## config.mk

```make
export PLATFORM = sky130hd
export DESIGN_NAME = mem_line_bridge_flat
export DESIGN_NICKNAME = d
export VERILOG_FILES = /design/src/rtl/mem_bridge_pkg.sv /design/src/rtl/mem_line_bridge_if.sv /design/src/rtl/mem_beat_buffer.sv /design/src/rtl/mem_line_bridge.sv /design/src/flat_wrapper.sv
export SDC_FILE = /design/constraint.sdc
export NUM_CORES = 2
export LEC_CHECK = 0
export BUFFER_PORTS_ARGS = -buffer_cell sky130_fd_sc_hd__buf_2
export CELL_PAD_IN_SITES_DETAIL_PLACEMENT = 1
export CELL_PAD_IN_SITES_GLOBAL_PLACEMENT = 1
export CORE_MARGIN = 2
export CORE_UTILIZATION = 36
export DETAILED_ROUTE_END_ITERATION = 8
export PLACE_DENSITY = 0.75
export SYNTH_ARGS = -nofsm -noshare
export SYNTH_HDL_FRONTEND = slang
export SYNTH_SLANG_ARGS = --single-unit
```

## constraint.sdc

```tcl
create_clock -name clk -period 2.55 [get_ports clk]
set_clock_uncertainty 0.15 [all_clocks]
set_input_delay 0.1275 -clock clk [delete_from_list [all_inputs] [get_ports clk]]
set_output_delay 0.1275 -clock clk [all_outputs]
set_load 0.01 [all_outputs]
```

## src/rtl/mem_bridge_pkg.sv

```systemverilog
// -----------------------------------------------------------------------------
// mem_bridge_pkg
// Shared definitions for the cache-line-to-word memory bridge.
//   - FSM state encoding
//   - Burst geometry (BEATS, BEAT_W)
//   - Default parameter values, including the default beat-ack timeout used
//     when the bridge is built with MEM_BRIDGE_TIMEOUT_EN defined
// No ports (package).
// -----------------------------------------------------------------------------
package mem_bridge_pkg;

    localparam int LINE_W_DEF         = 256;
    localparam int WORD_W_DEF         = 32;
    localparam int ADDR_W_DEF         = 28;
    localparam int BEATS              = 8;
    localparam int BEAT_W             = 3;
    localparam int TIMEOUT_CYCLES_DEF = 255;

    typedef enum logic [1:0] {
        ST_IDLE        = 2'b00,
        ST_READ_BURST  = 2'b01,
        ST_WRITE_BURST = 2'b10,
        ST_DONE        = 2'b11
    } state_e;

    // Beat index of the following beat; wraps from the last beat back to 0.
    function automatic logic [BEAT_W-1:0] next_beat(input logic [BEAT_W-1:0] beat);
        return beat + 3'd1;
    endfunction

endpackage

```

## src/rtl/mem_line_bridge_if.sv

```systemverilog
// -----------------------------------------------------------------------------
// mem_line_bridge_if
// Bundles the controller-side line handshake and the external word bus.
//   line_addr/line_wr/line_rw/line_valid : line request from the controller
//   line_rd/line_ready/line_err          : line completion to the controller
//   ext_addr/ext_wdata/ext_we/ext_req    : beat request to external memory
//   ext_rdata/ext_ack                    : beat completion from external memory
// Modports:
//   slave  - the bridge itself
//   master - the environment (controller + memory) driving the bridge
// -----------------------------------------------------------------------------
interface mem_line_bridge_if
    import mem_bridge_pkg::*;
#(
    parameter int LINE_W = LINE_W_DEF,
    parameter int WORD_W = WORD_W_DEF,
    parameter int ADDR_W = ADDR_W_DEF
);

    logic [ADDR_W-1:0]        line_addr;
    logic [LINE_W-1:0]        line_wr;
    logic                     line_rw;
    logic                     line_valid;
    logic [LINE_W-1:0]        line_rd;
    logic                     line_ready;
    logic                     line_err;
    logic [ADDR_W+BEAT_W-1:0] ext_addr;
    logic [WORD_W-1:0]        ext_wdata;
    logic                     ext_we;
    logic                     ext_req;
    logic [WORD_W-1:0]        ext_rdata;
    logic                     ext_ack;

    modport slave (
        input  line_addr, line_wr, line_rw, line_valid,
        output line_rd, line_ready, line_err,
        output ext_addr, ext_wdata, ext_we, ext_req,
        input  ext_rdata, ext_ack
    );

    modport master (
        output line_addr, line_wr, line_rw, line_valid,
        input  line_rd, line_ready, line_err,
        input  ext_addr, ext_wdata, ext_we, ext_req,
        output ext_rdata, ext_ack
    );

endinterface

```

## src/rtl/mem_beat_buffer.sv

```systemverilog
// -----------------------------------------------------------------------------
// mem_beat_buffer
// One LINE_W register shared by read assembly and write serialisation.
// Ports:
//   clk, rst_n  : clock, synchronous active-low reset
//   load_en     : load the whole line from load_line (has priority)
//   load_line   : line to load
//   wr_en       : write wr_word into slot wr_beat
//   wr_beat     : slot index, slot 0 = bits [WORD_W-1:0]
//   wr_word     : word written into the slot
//   rd_beat     : slot index for rd_word
//   rd_word     : current content of slot rd_beat
//   line_nxt    : value the register takes at the next edge; lets the owner
//                 capture a line that includes the word written this cycle
// -----------------------------------------------------------------------------
module mem_beat_buffer
    import mem_bridge_pkg::*;
#(
    parameter int LINE_W = LINE_W_DEF,
    parameter int WORD_W = WORD_W_DEF,
    parameter int SLOT_W = BEAT_W
) (
    input  logic              clk,
    input  logic              rst_n,
    input  logic              load_en,
    input  logic [LINE_W-1:0] load_line,
    input  logic              wr_en,
    input  logic [SLOT_W-1:0] wr_beat,
    input  logic [WORD_W-1:0] wr_word,
    input  logic [SLOT_W-1:0] rd_beat,
    output logic [WORD_W-1:0] rd_word,
    output logic [LINE_W-1:0] line_nxt
);

    logic [LINE_W-1:0] line_r;

    // Next line value: whole-line load wins over a single-slot write.
    always_comb begin
        line_nxt = line_r;
        if (load_en) begin
            line_nxt = load_line;
        end else if (wr_en) begin
            line_nxt[wr_beat*WORD_W +: WORD_W] = wr_word;
        end else begin
            line_nxt = line_r;
        end
    end

    // Line storage register.
    always_ff @(posedge clk) begin
        if (!rst_n) begin
            line_r <= '0;
        end else begin
            line_r <= line_nxt;
        end
    end

    assign rd_word = line_r[rd_beat*WORD_W +: WORD_W];

endmodule

```

## src/rtl/mem_line_bridge.sv

```systemverilog
// -----------------------------------------------------------------------------
// mem_line_bridge
// Performs each 256-bit line read/write request as an 8-beat, 32-bit burst on
// the external word bus and completes it with a one-cycle line_ready pulse.
// Ports:
//   clk   : single clock, rising edge
//   rst_n : synchronous active-low reset
//   bus   : mem_line_bridge_if.slave (line handshake + external word bus)
// Build option:
//   MEM_BRIDGE_TIMEOUT_EN - when defined, a beat left unacknowledged for
//   TIMEOUT_CYCLES cycles aborts the burst with line_ready=1, line_err=1.
//   When undefined the bridge waits forever and line_err stays 0.
// All outputs are driven from registers.
// -----------------------------------------------------------------------------
module mem_line_bridge
    import mem_bridge_pkg::*;
#(
    parameter int LINE_W = LINE_W_DEF,
    parameter int WORD_W = WORD_W_DEF,
    parameter int ADDR_W = ADDR_W_DEF
`ifdef MEM_BRIDGE_TIMEOUT_EN
    ,
    parameter int TIMEOUT_CYCLES = TIMEOUT_CYCLES_DEF
`endif
) (
    input  logic            clk,
    input  logic            rst_n,
    mem_line_bridge_if.slave bus
);

    localparam int EXT_AW = ADDR_W + BEAT_W;

    state_e              state_r;
    logic [BEAT_W-1:0]   beat_r;
    logic [ADDR_W-1:0]   addr_r;
    logic [LINE_W-1:0]   line_rd_r;
    logic                line_ready_r;
    logic                line_err_r;
    logic                ext_req_r;
    logic                ext_we_r;
    logic [EXT_AW-1:0]   ext_addr_r;
    logic [WORD_W-1:0]   ext_wdata_r;

    logic                buf_load_s;
    logic                buf_wr_s;
    logic                last_beat_s;
    logic [BEAT_W-1:0]   beat_nxt_s;
    logic [WORD_W-1:0]   buf_rd_word_s;
    logic [LINE_W-1:0]   buf_line_nxt_s;

`ifdef MEM_BRIDGE_TIMEOUT_EN
    localparam int TO_CNT_W = $clog2(TIMEOUT_CYCLES + 1);
    logic [TO_CNT_W-1:0] to_cnt_r;
`endif

    // Buffer control: load on accept, fill slot `beat` on each read ack.
    always_comb begin
        buf_load_s  = (state_r == ST_IDLE) && bus.line_valid;
        buf_wr_s    = (state_r == ST_READ_BURST) && bus.ext_ack;
        beat_nxt_s  = next_beat(beat_r);
        last_beat_s = (beat_r == BEAT_W'(BEATS - 1));
    end

    // Reads fill slot `beat` while slot `beat+1` still holds the latched
    // write line, so the next ext_wdata is always the latched line word.
    mem_beat_buffer #(
        .LINE_W (LINE_W),
        .WORD_W (WORD_W),
        .SLOT_W (BEAT_W)
    ) u_beat_buffer (
        .clk       (clk),
        .rst_n     (rst_n),
        .load_en   (buf_load_s),
        .load_line (bus.line_wr),
        .wr_en     (buf_wr_s),
        .wr_beat   (beat_r),
        .wr_word   (bus.ext_rdata),
        .rd_beat   (beat_nxt_s),
        .rd_word   (buf_rd_word_s),
        .line_nxt  (buf_line_nxt_s)
    );

    // Bridge FSM, beat counter, ack timeout and registered outputs.
    always_ff @(posedge clk) begin
        if (!rst_n) begin
            state_r      <= ST_IDLE;
            beat_r       <= '0;
            addr_r       <= '0;
            line_rd_r    <= '0;
            line_ready_r <= 1'b0;
            line_err_r   <= 1'b0;
            ext_req_r    <= 1'b0;
            ext_we_r     <= 1'b0;
            ext_addr_r   <= '0;
            ext_wdata_r  <= '0;
`ifdef MEM_BRIDGE_TIMEOUT_EN
            to_cnt_r     <= '0;
`endif
        end else begin
            case (state_r)
                ST_IDLE: begin
                    line_ready_r <= 1'b0;
                    line_err_r   <= 1'b0;
                    if (bus.line_valid) begin
                        addr_r      <= bus.line_addr;
                        beat_r      <= '0;
                        ext_req_r   <= 1'b1;
                        ext_we_r    <= bus.line_rw;
                        ext_addr_r  <= {bus.line_addr, {BEAT_W{1'b0}}};
                        ext_wdata_r <= bus.line_wr[WORD_W-1:0];
`ifdef MEM_BRIDGE_TIMEOUT_EN
                        to_cnt_r    <= '0;
`endif
                        state_r     <= bus.line_rw ? ST_WRITE_BURST : ST_READ_BURST;
                    end else begin
                        state_r <= ST_IDLE;
                    end
                end

                ST_READ_BURST, ST_WRITE_BURST: begin
                    if (bus.ext_ack) begin
                        beat_r <= beat_nxt_s;
`ifdef MEM_BRIDGE_TIMEOUT_EN
                        to_cnt_r <= '0;
`endif
                        if (last_beat_s) begin
                            state_r      <= ST_DONE;
                            ext_req_r    <= 1'b0;
                            line_ready_r <= 1'b1;
                            // Capture includes the final word landing this edge.
                            if (state_r == ST_READ_BURST) begin
                                line_rd_r <= buf_line_nxt_s;
                            end else begin
                                line_rd_r <= line_rd_r;
                            end
                        end else begin
                            ext_addr_r  <= {addr_r, beat_nxt_s};
                            ext_wdata_r <= buf_rd_word_s;
                        end
                    end
`ifdef MEM_BRIDGE_TIMEOUT_EN
                    else if (to_cnt_r == TO_CNT_W'(TIMEOUT_CYCLES - 1)) begin
                        // Abort: partial read data never reaches line_rd.
                        state_r      <= ST_DONE;
                        beat_r       <= '0;
                        to_cnt_r     <= '0;
                        ext_req_r    <= 1'b0;
                        line_ready_r <= 1'b1;
                        line_err_r   <= 1'b1;
                    end else begin
                        to_cnt_r <= to_cnt_r + TO_CNT_W'(1);
                    end
`else
                    else begin
                        state_r <= state_r;
                    end
`endif
                end

                ST_DONE: begin
                    // line_valid deliberately ignored here.
                    line_ready_r <= 1'b0;
                    line_err_r   <= 1'b0;
                    state_r      <= ST_IDLE;
                end

                default: begin
                    state_r      <= ST_IDLE;
                    beat_r       <= '0;
                    line_ready_r <= 1'b0;
                    line_err_r   <= 1'b0;
                    ext_req_r    <= 1'b0;
                end
            endcase
        end
    end

    assign bus.line_rd    = line_rd_r;
    assign bus.line_ready = line_ready_r;
    assign bus.line_err   = line_err_r;
    assign bus.ext_req    = ext_req_r;
    assign bus.ext_we     = ext_we_r;
    assign bus.ext_addr   = ext_addr_r;
    assign bus.ext_wdata  = ext_wdata_r;

endmodule

```

## src/flat_wrapper.sv

```systemverilog
// flat-port wrapper written by rule: the top's interface ports become plain ports
module mem_line_bridge_flat import mem_bridge_pkg::*;
#(
    parameter int LINE_W = LINE_W_DEF,
    parameter int WORD_W = WORD_W_DEF,
    parameter int ADDR_W = ADDR_W_DEF

)
  (clk, rst_n, bus_line_addr, bus_line_wr, bus_line_rw, bus_line_valid, bus_line_rd, bus_line_ready, bus_line_err, bus_ext_addr, bus_ext_wdata, bus_ext_we, bus_ext_req, bus_ext_rdata, bus_ext_ack);
  mem_line_bridge_if #(.LINE_W(LINE_W), .WORD_W(WORD_W), .ADDR_W(ADDR_W)) bus_i ();
  input  logic clk;
  input  logic rst_n;
  input wire logic [$bits(bus_i.line_addr)-1:0] bus_line_addr;
  input wire logic [$bits(bus_i.line_wr)-1:0] bus_line_wr;
  input wire logic [$bits(bus_i.line_rw)-1:0] bus_line_rw;
  input wire logic [$bits(bus_i.line_valid)-1:0] bus_line_valid;
  output wire logic [$bits(bus_i.line_rd)-1:0] bus_line_rd;
  output wire logic [$bits(bus_i.line_ready)-1:0] bus_line_ready;
  output wire logic [$bits(bus_i.line_err)-1:0] bus_line_err;
  output wire logic [$bits(bus_i.ext_addr)-1:0] bus_ext_addr;
  output wire logic [$bits(bus_i.ext_wdata)-1:0] bus_ext_wdata;
  output wire logic [$bits(bus_i.ext_we)-1:0] bus_ext_we;
  output wire logic [$bits(bus_i.ext_req)-1:0] bus_ext_req;
  input wire logic [$bits(bus_i.ext_rdata)-1:0] bus_ext_rdata;
  input wire logic [$bits(bus_i.ext_ack)-1:0] bus_ext_ack;
  assign bus_i.line_addr = bus_line_addr;
  assign bus_i.line_wr = bus_line_wr;
  assign bus_i.line_rw = bus_line_rw;
  assign bus_i.line_valid = bus_line_valid;
  assign bus_line_rd = bus_i.line_rd;
  assign bus_line_ready = bus_i.line_ready;
  assign bus_line_err = bus_i.line_err;
  assign bus_ext_addr = bus_i.ext_addr;
  assign bus_ext_wdata = bus_i.ext_wdata;
  assign bus_ext_we = bus_i.ext_we;
  assign bus_ext_req = bus_i.ext_req;
  assign bus_i.ext_rdata = bus_ext_rdata;
  assign bus_i.ext_ack = bus_ext_ack;
  mem_line_bridge #(.LINE_W(LINE_W), .WORD_W(WORD_W), .ADDR_W(ADDR_W)) u_core (.clk(clk), .rst_n(rst_n), .bus(bus_i));
endmodule
```

* Yosys cells after proc, flatten, opt, wreduce, memory -nomap -nowiden *
Index checks and enable logic that the tools add are counted.

storage, ports and cells
  flip-flop bits (word level) = 611
  latch bits = 0
  memory bits (writable) = 0
  ROM bits = 0
  input port bits = 321
  output and inout port bits = 323
  logic and storage cells = 61
  memories kept = 0

operators by class
  add/subtract/negate cells = 2
  multipliers = 0
  divide/modulo/power cells = 0
  magnitude comparators = 0
  equality and inequality tests = 8
  shifts and indexed selects = 3
  muxes and demuxes = 26
  bitwise logic cells = 0
  reduce and logical (&&, ||, !) cells = 12

operators by type and width
  kind                       number
  $mux 256                   2
  $bwmux 256                 1
  $shift 32x34->256 const A  1
  $shiftx 256x9->32          1
  $shiftx 32x34->256         1
  $mux 32                    3
  $mux 31                    3
  $pmux 32 s2                1
  $pmux 31 s2                1
  $neg 8->34                 1
  $reduce_and 4->1           3
  $mux 2                     4
  $mux 3                     2
  $ne 2x2->1 const B         3
  $pmux 2 s3                 1
  $pmux 3 s2                 1
  $mux 1                     5
  $eq 2x2->1 const B         2
  $pmux 1 s2                 2
  $reduce_and 2->1           2
  $reduce_or 2->1            2
  $add 3x1->3 const B        1
  $eq 3x3->1 const B         1
  $reduce_and 3->1           1
  other kinds (5)            6

* Longest topological paths before layout *
  word-level depth = 5
  depth in mapped cells = 10
  mapped depth without buffers = 7

* Cells and area by module *
A second synthesis with hierarchy kept.

second synthesis, totals
  cells, all modules = 3506
  area total of the unflattened synthesis = 29535.8 µm²

modules (own cells, without submodules)
  module           instances  cells an instance  area an instance (µm²)  sequential area each (µm²)
  mem_beat_buffer  1          1927               16445.8                 5124.9
  mem_line_bridge  1          1579               13090.1                 7106.8

* Least setup slack after synthesis *
OpenSTA, ideal clock, no wires.

  path kind = register -> register
  start = reg u_core.beat_r[0]
  end = reg u_core.line_rd_r[10], in the netlist u_core.bus.line_rd[10]
  library setup time = 0.117 ns
  arrival = 2.305 ns
  required time = 2.283 ns
  setup slack = -0.023 ns
  stages on the path, launching flop included = 11
  buffers on the path = 3
  period minus slack after synthesis = 2.573 ns
  cell sequence = dfxtp_1 > inv_1 > ha_1 > ha_1 > buf_2 > or2_4 > or3_1 > buf_6 > buf_6 > mux2i_1 > a32o_1

between the ends
  cells in the longest elaborated chain, start to end = 5
  elaborated cells on any way between the ends = 8
  classes of those cells = add/sub (1); eq/ne (1); shift (2); mux (3); reduce/logical (1)

RTL lines
  item                                                     line                    RTL
  from (decl)                                              mem_line_bridge.sv:34   logic [BEAT_W-1:0] beat_r;
  from (signal assigned)                                   mem_line_bridge.sv:122  beat_r <= beat_nxt_s;
  $neg 8->34                                               mem_beat_buffer.sv:43   line_nxt[wr_beat*WORD_W +: WORD_W] = wr_word;
  $shiftx 32x34->256 or $shift 32x34->256 (tied branches)  mem_beat_buffer.sv:43
  $bwmux 256                                               mem_beat_buffer.sv:43
  $mux 256                                                 mem_beat_buffer.sv:42   end else if (wr_en) begin
  $mux 256                                                 mem_beat_buffer.sv:40   if (load_en) begin
  to (signal assigned)                                     mem_line_bridge.sv:132  line_rd_r <= buf_line_nxt_s;
  to (signal assigned)                                     mem_line_bridge.sv:134  line_rd_r <= line_rd_r;
  to (decl)                                                mem_line_bridge.sv:36   logic [LINE_W-1:0] line_rd_r;

Several ways; a longest one is shown, not always the timed one.
A chain may end at the register's enable or synchronous reset.

* Worst setup path after layout *
  start = reg u_core.beat_r[1]
  end = reg u_core.ext_wdata_r[27], in the netlist u_core.bus.ext_wdata[27]

between the ends
  cells in the longest elaborated chain, start to end = 5
  elaborated cells on any way between the ends = 8
  classes of those cells = add/sub (1); eq/ne (2); shift (1); mux (3); reduce/logical (1)

RTL lines
  item                  line                    RTL
  $add 3x1->3           mem_bridge_pkg.sv:28    return beat + 3'd1;
  $shiftx 256x9->32     mem_beat_buffer.sv:58   assign rd_word = line_r[rd_beat*WORD_W +: WORD_W];
  $mux 32               mem_line_bridge.sv:126  if (last_beat_s) begin
  $mux 32               mem_line_bridge.sv:121  if (bus.ext_ack) begin
  $pmux 32 s2           mem_line_bridge.sv:100  case (state_r)
  to (signal assigned)  mem_line_bridge.sv:110  ext_wdata_r <= bus.line_wr[WORD_W-1:0];
  to (signal assigned)  mem_line_bridge.sv:138  ext_wdata_r <= buf_rd_word_s;
  to (decl)             mem_line_bridge.sv:42   logic [WORD_W-1:0] ext_wdata_r;

Several ways; a longest one is shown, not always the timed one. The select of a mux whose other input is x is not followed.

==> metrics.md <==
| Metric | Value |
|---|---|
| Status | `complete, no violations` |
| Avg Cell Area, Syn | `9.254 µm²` |
| Die Area | `74920 µm²` |
| Worst VDD drop | `0.0006338 V` |
| GRT Total Usage | `32.55%` |
| Via density | `5.738` |
| Starting density of the core | `36.51%` |
| Fin crit share | `98.27%` |
| Power consumption | `39.36 mW` |
| Adder-Cell Fraction of Synth Area | `0.3344%` |
| Syn nets | `3158` |
| Lkg Pwr | `16.43 nW` |
| CP Capture Type | `flip-flop` |
| Final setup margin | `0.04423 ns` |
| Synth top area share | `46.71%` |
| CTS sink count | `611` |
| Post-Synthesis Cell Area | `26190 µm²` |
| Count of state elements after synthesis | `611` |
| Worst path cell trace | `inv_1 > ha_4 > buf_12 > buf_4 > mux2i_1 > o22ai_1 > nor2_1 > a21oi_1` |
| Congestion Overflow GR | `0` |
| Drc violations | `0` |
| Max-slew violation count | `0` |
| CTS tree | `done` |
| Top-count cell post-synth | `dfxtp_1` |
| Die outline width | `273.7 µm` |
| Arrival time at the worst endpoint | `2.84 ns` |
| Area growth, synth to finish | `41.69%` |
| Antenna violations before repair | `12` |
| I/O Pins | `644` |
| Die H | `273.7 µm` |
| Vias in the first global route | `28369` |
| Max-slew headroom | `61.75%` |
| Post-Synth XOR/XNOR Area | `0%` |
| Multiplexer area fraction after synthesis | `12.32%` |
| Drt wl/cell | `26.52 µm` |
| Final net count | `4103` |
| CTS max path bufs | `3` |
| Layout Cells excl Fill | `4781` |
| Clock Tree Root | `clkbuf_16` |
| Top delay family on crit path | `buffers and inverters` |
| Post-synthesis async set-or-reset flop share | `0%` |
| Unrepaired setup endpoints after global routing | `no` |
| Postcts setup bufs | `0` |
| CP Max Fanout | `27` |
| Core footprint | `71730 µm²` |
| Slowest-stage cell, CP | `mux2i_1` |
| Dpl cells | `4330` |
| Final antenna-violating net count | `0` |
| Largest family of logic cells by synthesized area | `compound AO/OA/AOI/OAI gates` |
| DRT iter0 DRCs | `2335` |
| H-tree Lvls | `3` |
| Mapped Cells | `2830` |
| Final hold violation count | `0` |
| Largest net degree at the start of global routing | `118` |
| Post-Synth Simple-Gate Area | `17.62%` |
| GPL Wtd Cong | `0.8961` |
| Hold crit path type | `primary input to flip-flop` |
| Setup WS pre-CTS | `0.07323 ns` |
| Port Buf Inserts | `642` |
| Area leader, netlist | `dfxtp_1` |
| Seq/Total Area, Yosys | `46.71%` |
| Final WL | `126800 µm` |
| Most used DFF post-synth | `dfxtp_1` |
| Synth area leaders | `dfxtp_1 47%, mux2i_1 12%, a32o_1 6.9%` |
| Critical path class | `flip-flop to flip-flop` |
| Share of layout cells above drive strength 1 | `25.09%` |
| Maxcap violations | `0` |
| TNS Setup | `0 ns` |
| Num rows | `98` |
| Peak Freq | `399.1 MHz` |
| PwrDens | `1061 nW/µm²` |
| Max incr delay on CP | `0.48 ns` |
| DR vias | `27434` |
| Synth Area in Compound Gates | `18.78%` |
| Critical path required time | `2.89 ns` |
| DPL Wire Length | `83240 µm` |
| Yosys warning count | `0` |
| Global-route wire length before repair | `184400 µm` |
| Hold slack | `0.1637 ns` |
| Skew-Pair Late Insertion Delay | `0.63 ns` |
| Synth cell count leaders | `611 x dfxtp_1, 353 x nor2_1, 320 x mux2i_1` |
| Startpoint types | `flip-flop` |
| Clock-pin transition on the worst setup and hold timing paths | `0.06 ns` |
| Worst-Margin Slew | `0.5737 ns` |
| Worst Path Buf+Inv | `3` |
| Crit path time final | `2.506 ns` |
| Netlist cell types | `49` |
| EDFF count, synth | `0` |
| Final setup violation count | `0` |
| Cts bufs inserted | `71` |
| First-pass DRT Iterations | `5` |
## area by class of cell
cell class,instances,area (µm²)
Tap cell,950,1189
Timing Repair Buffer,1122,8319
Clock buffer,101,2073
Fill cell,8172,34630
Clock inverter,19,261.5
Antenna cell,9,22.52
Sequential cell,611,12230
Multi-Input combinational cell,1962,12980
Inverter,7,28.78
## registers in the layout, indices dropped and copies added, names as in the netlist
register and cells:
u_core.bus.ext_wdata 32, u_core.state_r 2, u_core.bus.line_ready 1, u_core.bus.ext_addr 31, u_core.bus.ext_req 1, u_core.addr_r 28, u_core.bus.line_rd 256, u_core.u_beat_buffer.line_r 256
u_core.beat_r 3, u_core.bus.ext_we 1
## stage by stage
step	util [%]	instance area, µm²
CTS	51.64	37040
floorplan	-	26190
detailed placement	43.91	31490
global placement	43.91	31490
finish	51.73	37110
global route	51.72	37100
## cells in the final DEF (no fill, tap or decap), drive strengths merged, types with 102 or more instances in the layout
cell type and n:
a21oi 124, a32o 181, and3 183, buf 800, clkbuf 102, dfxtp 611
dlygate4sd3 321, mux2i 320, nand2 140, nand2b 163, nor2 353, o21ai 160
## power breakdown
part	internal (mW)	leakage [nW]	switching, mW	total, mW
Sequential	11.3	5.00	1.08	12.4
Clock	6.17	1.12	4.28	10.5
Combinational	6.17	10.3	10.3	16.5
## metal layers
layer / vias up / global-route usage (%) / routed length (µm)
met5: - / 0 / 13
met4: 2 / 15.24 / 6229
met3: 355 / 7.140 / 10160
met2: 1396 / 50.98 / 57350
met1: 13525 / 42.59 / 53040
li1: 12156 / - / -
## cell families (layout without fill, tap and decap cells)
group	Yosys count	in the layout
AOI/OAI and AO/OA	694	694
adders and majority gates	7	7
buffers and inverters	257	1249
DFF	611	611
muxes	322	322
other	1	10
and+or+nand+nor	938	938
## timing repair
action                     in CTS  in global routing
gates resized for setup         0                  4
setup endpoints to repair       0                 28
hold buffers                  321                  0
hold endpoints to repair      605                  0
## worst register-to-register path, delay by kind of cell (launching register included)
| family | cells | cell delay [ns] |
|---|---|---|
| buf+inv | 3 | 0.69 |
| mux | 1 | 0.50 |
| flops | 1 | 0.34 |
| fa+ha+maj | 1 | 0.32 |
| compound gates | 2 | 0.22 |
| simple gates | 1 | 0.17 |
## final timing paths
path	cells past startpoint	end	slack [ns]	from
hold reg to reg	2	u_core.bus.line_rd[223]	0.29	u_core.bus.line_rd[223]
setup reg to reg	8	u_core.bus.ext_wdata[27]	0.04	u_core.beat_r[1]
setup / recovery	8	u_core.bus.ext_wdata[27]	0.04	u_core.beat_r[1]
hold / removal	4	u_core.addr_r[22]	0.16	bus_line_addr[22]
(Power assumes the default switching activity.)
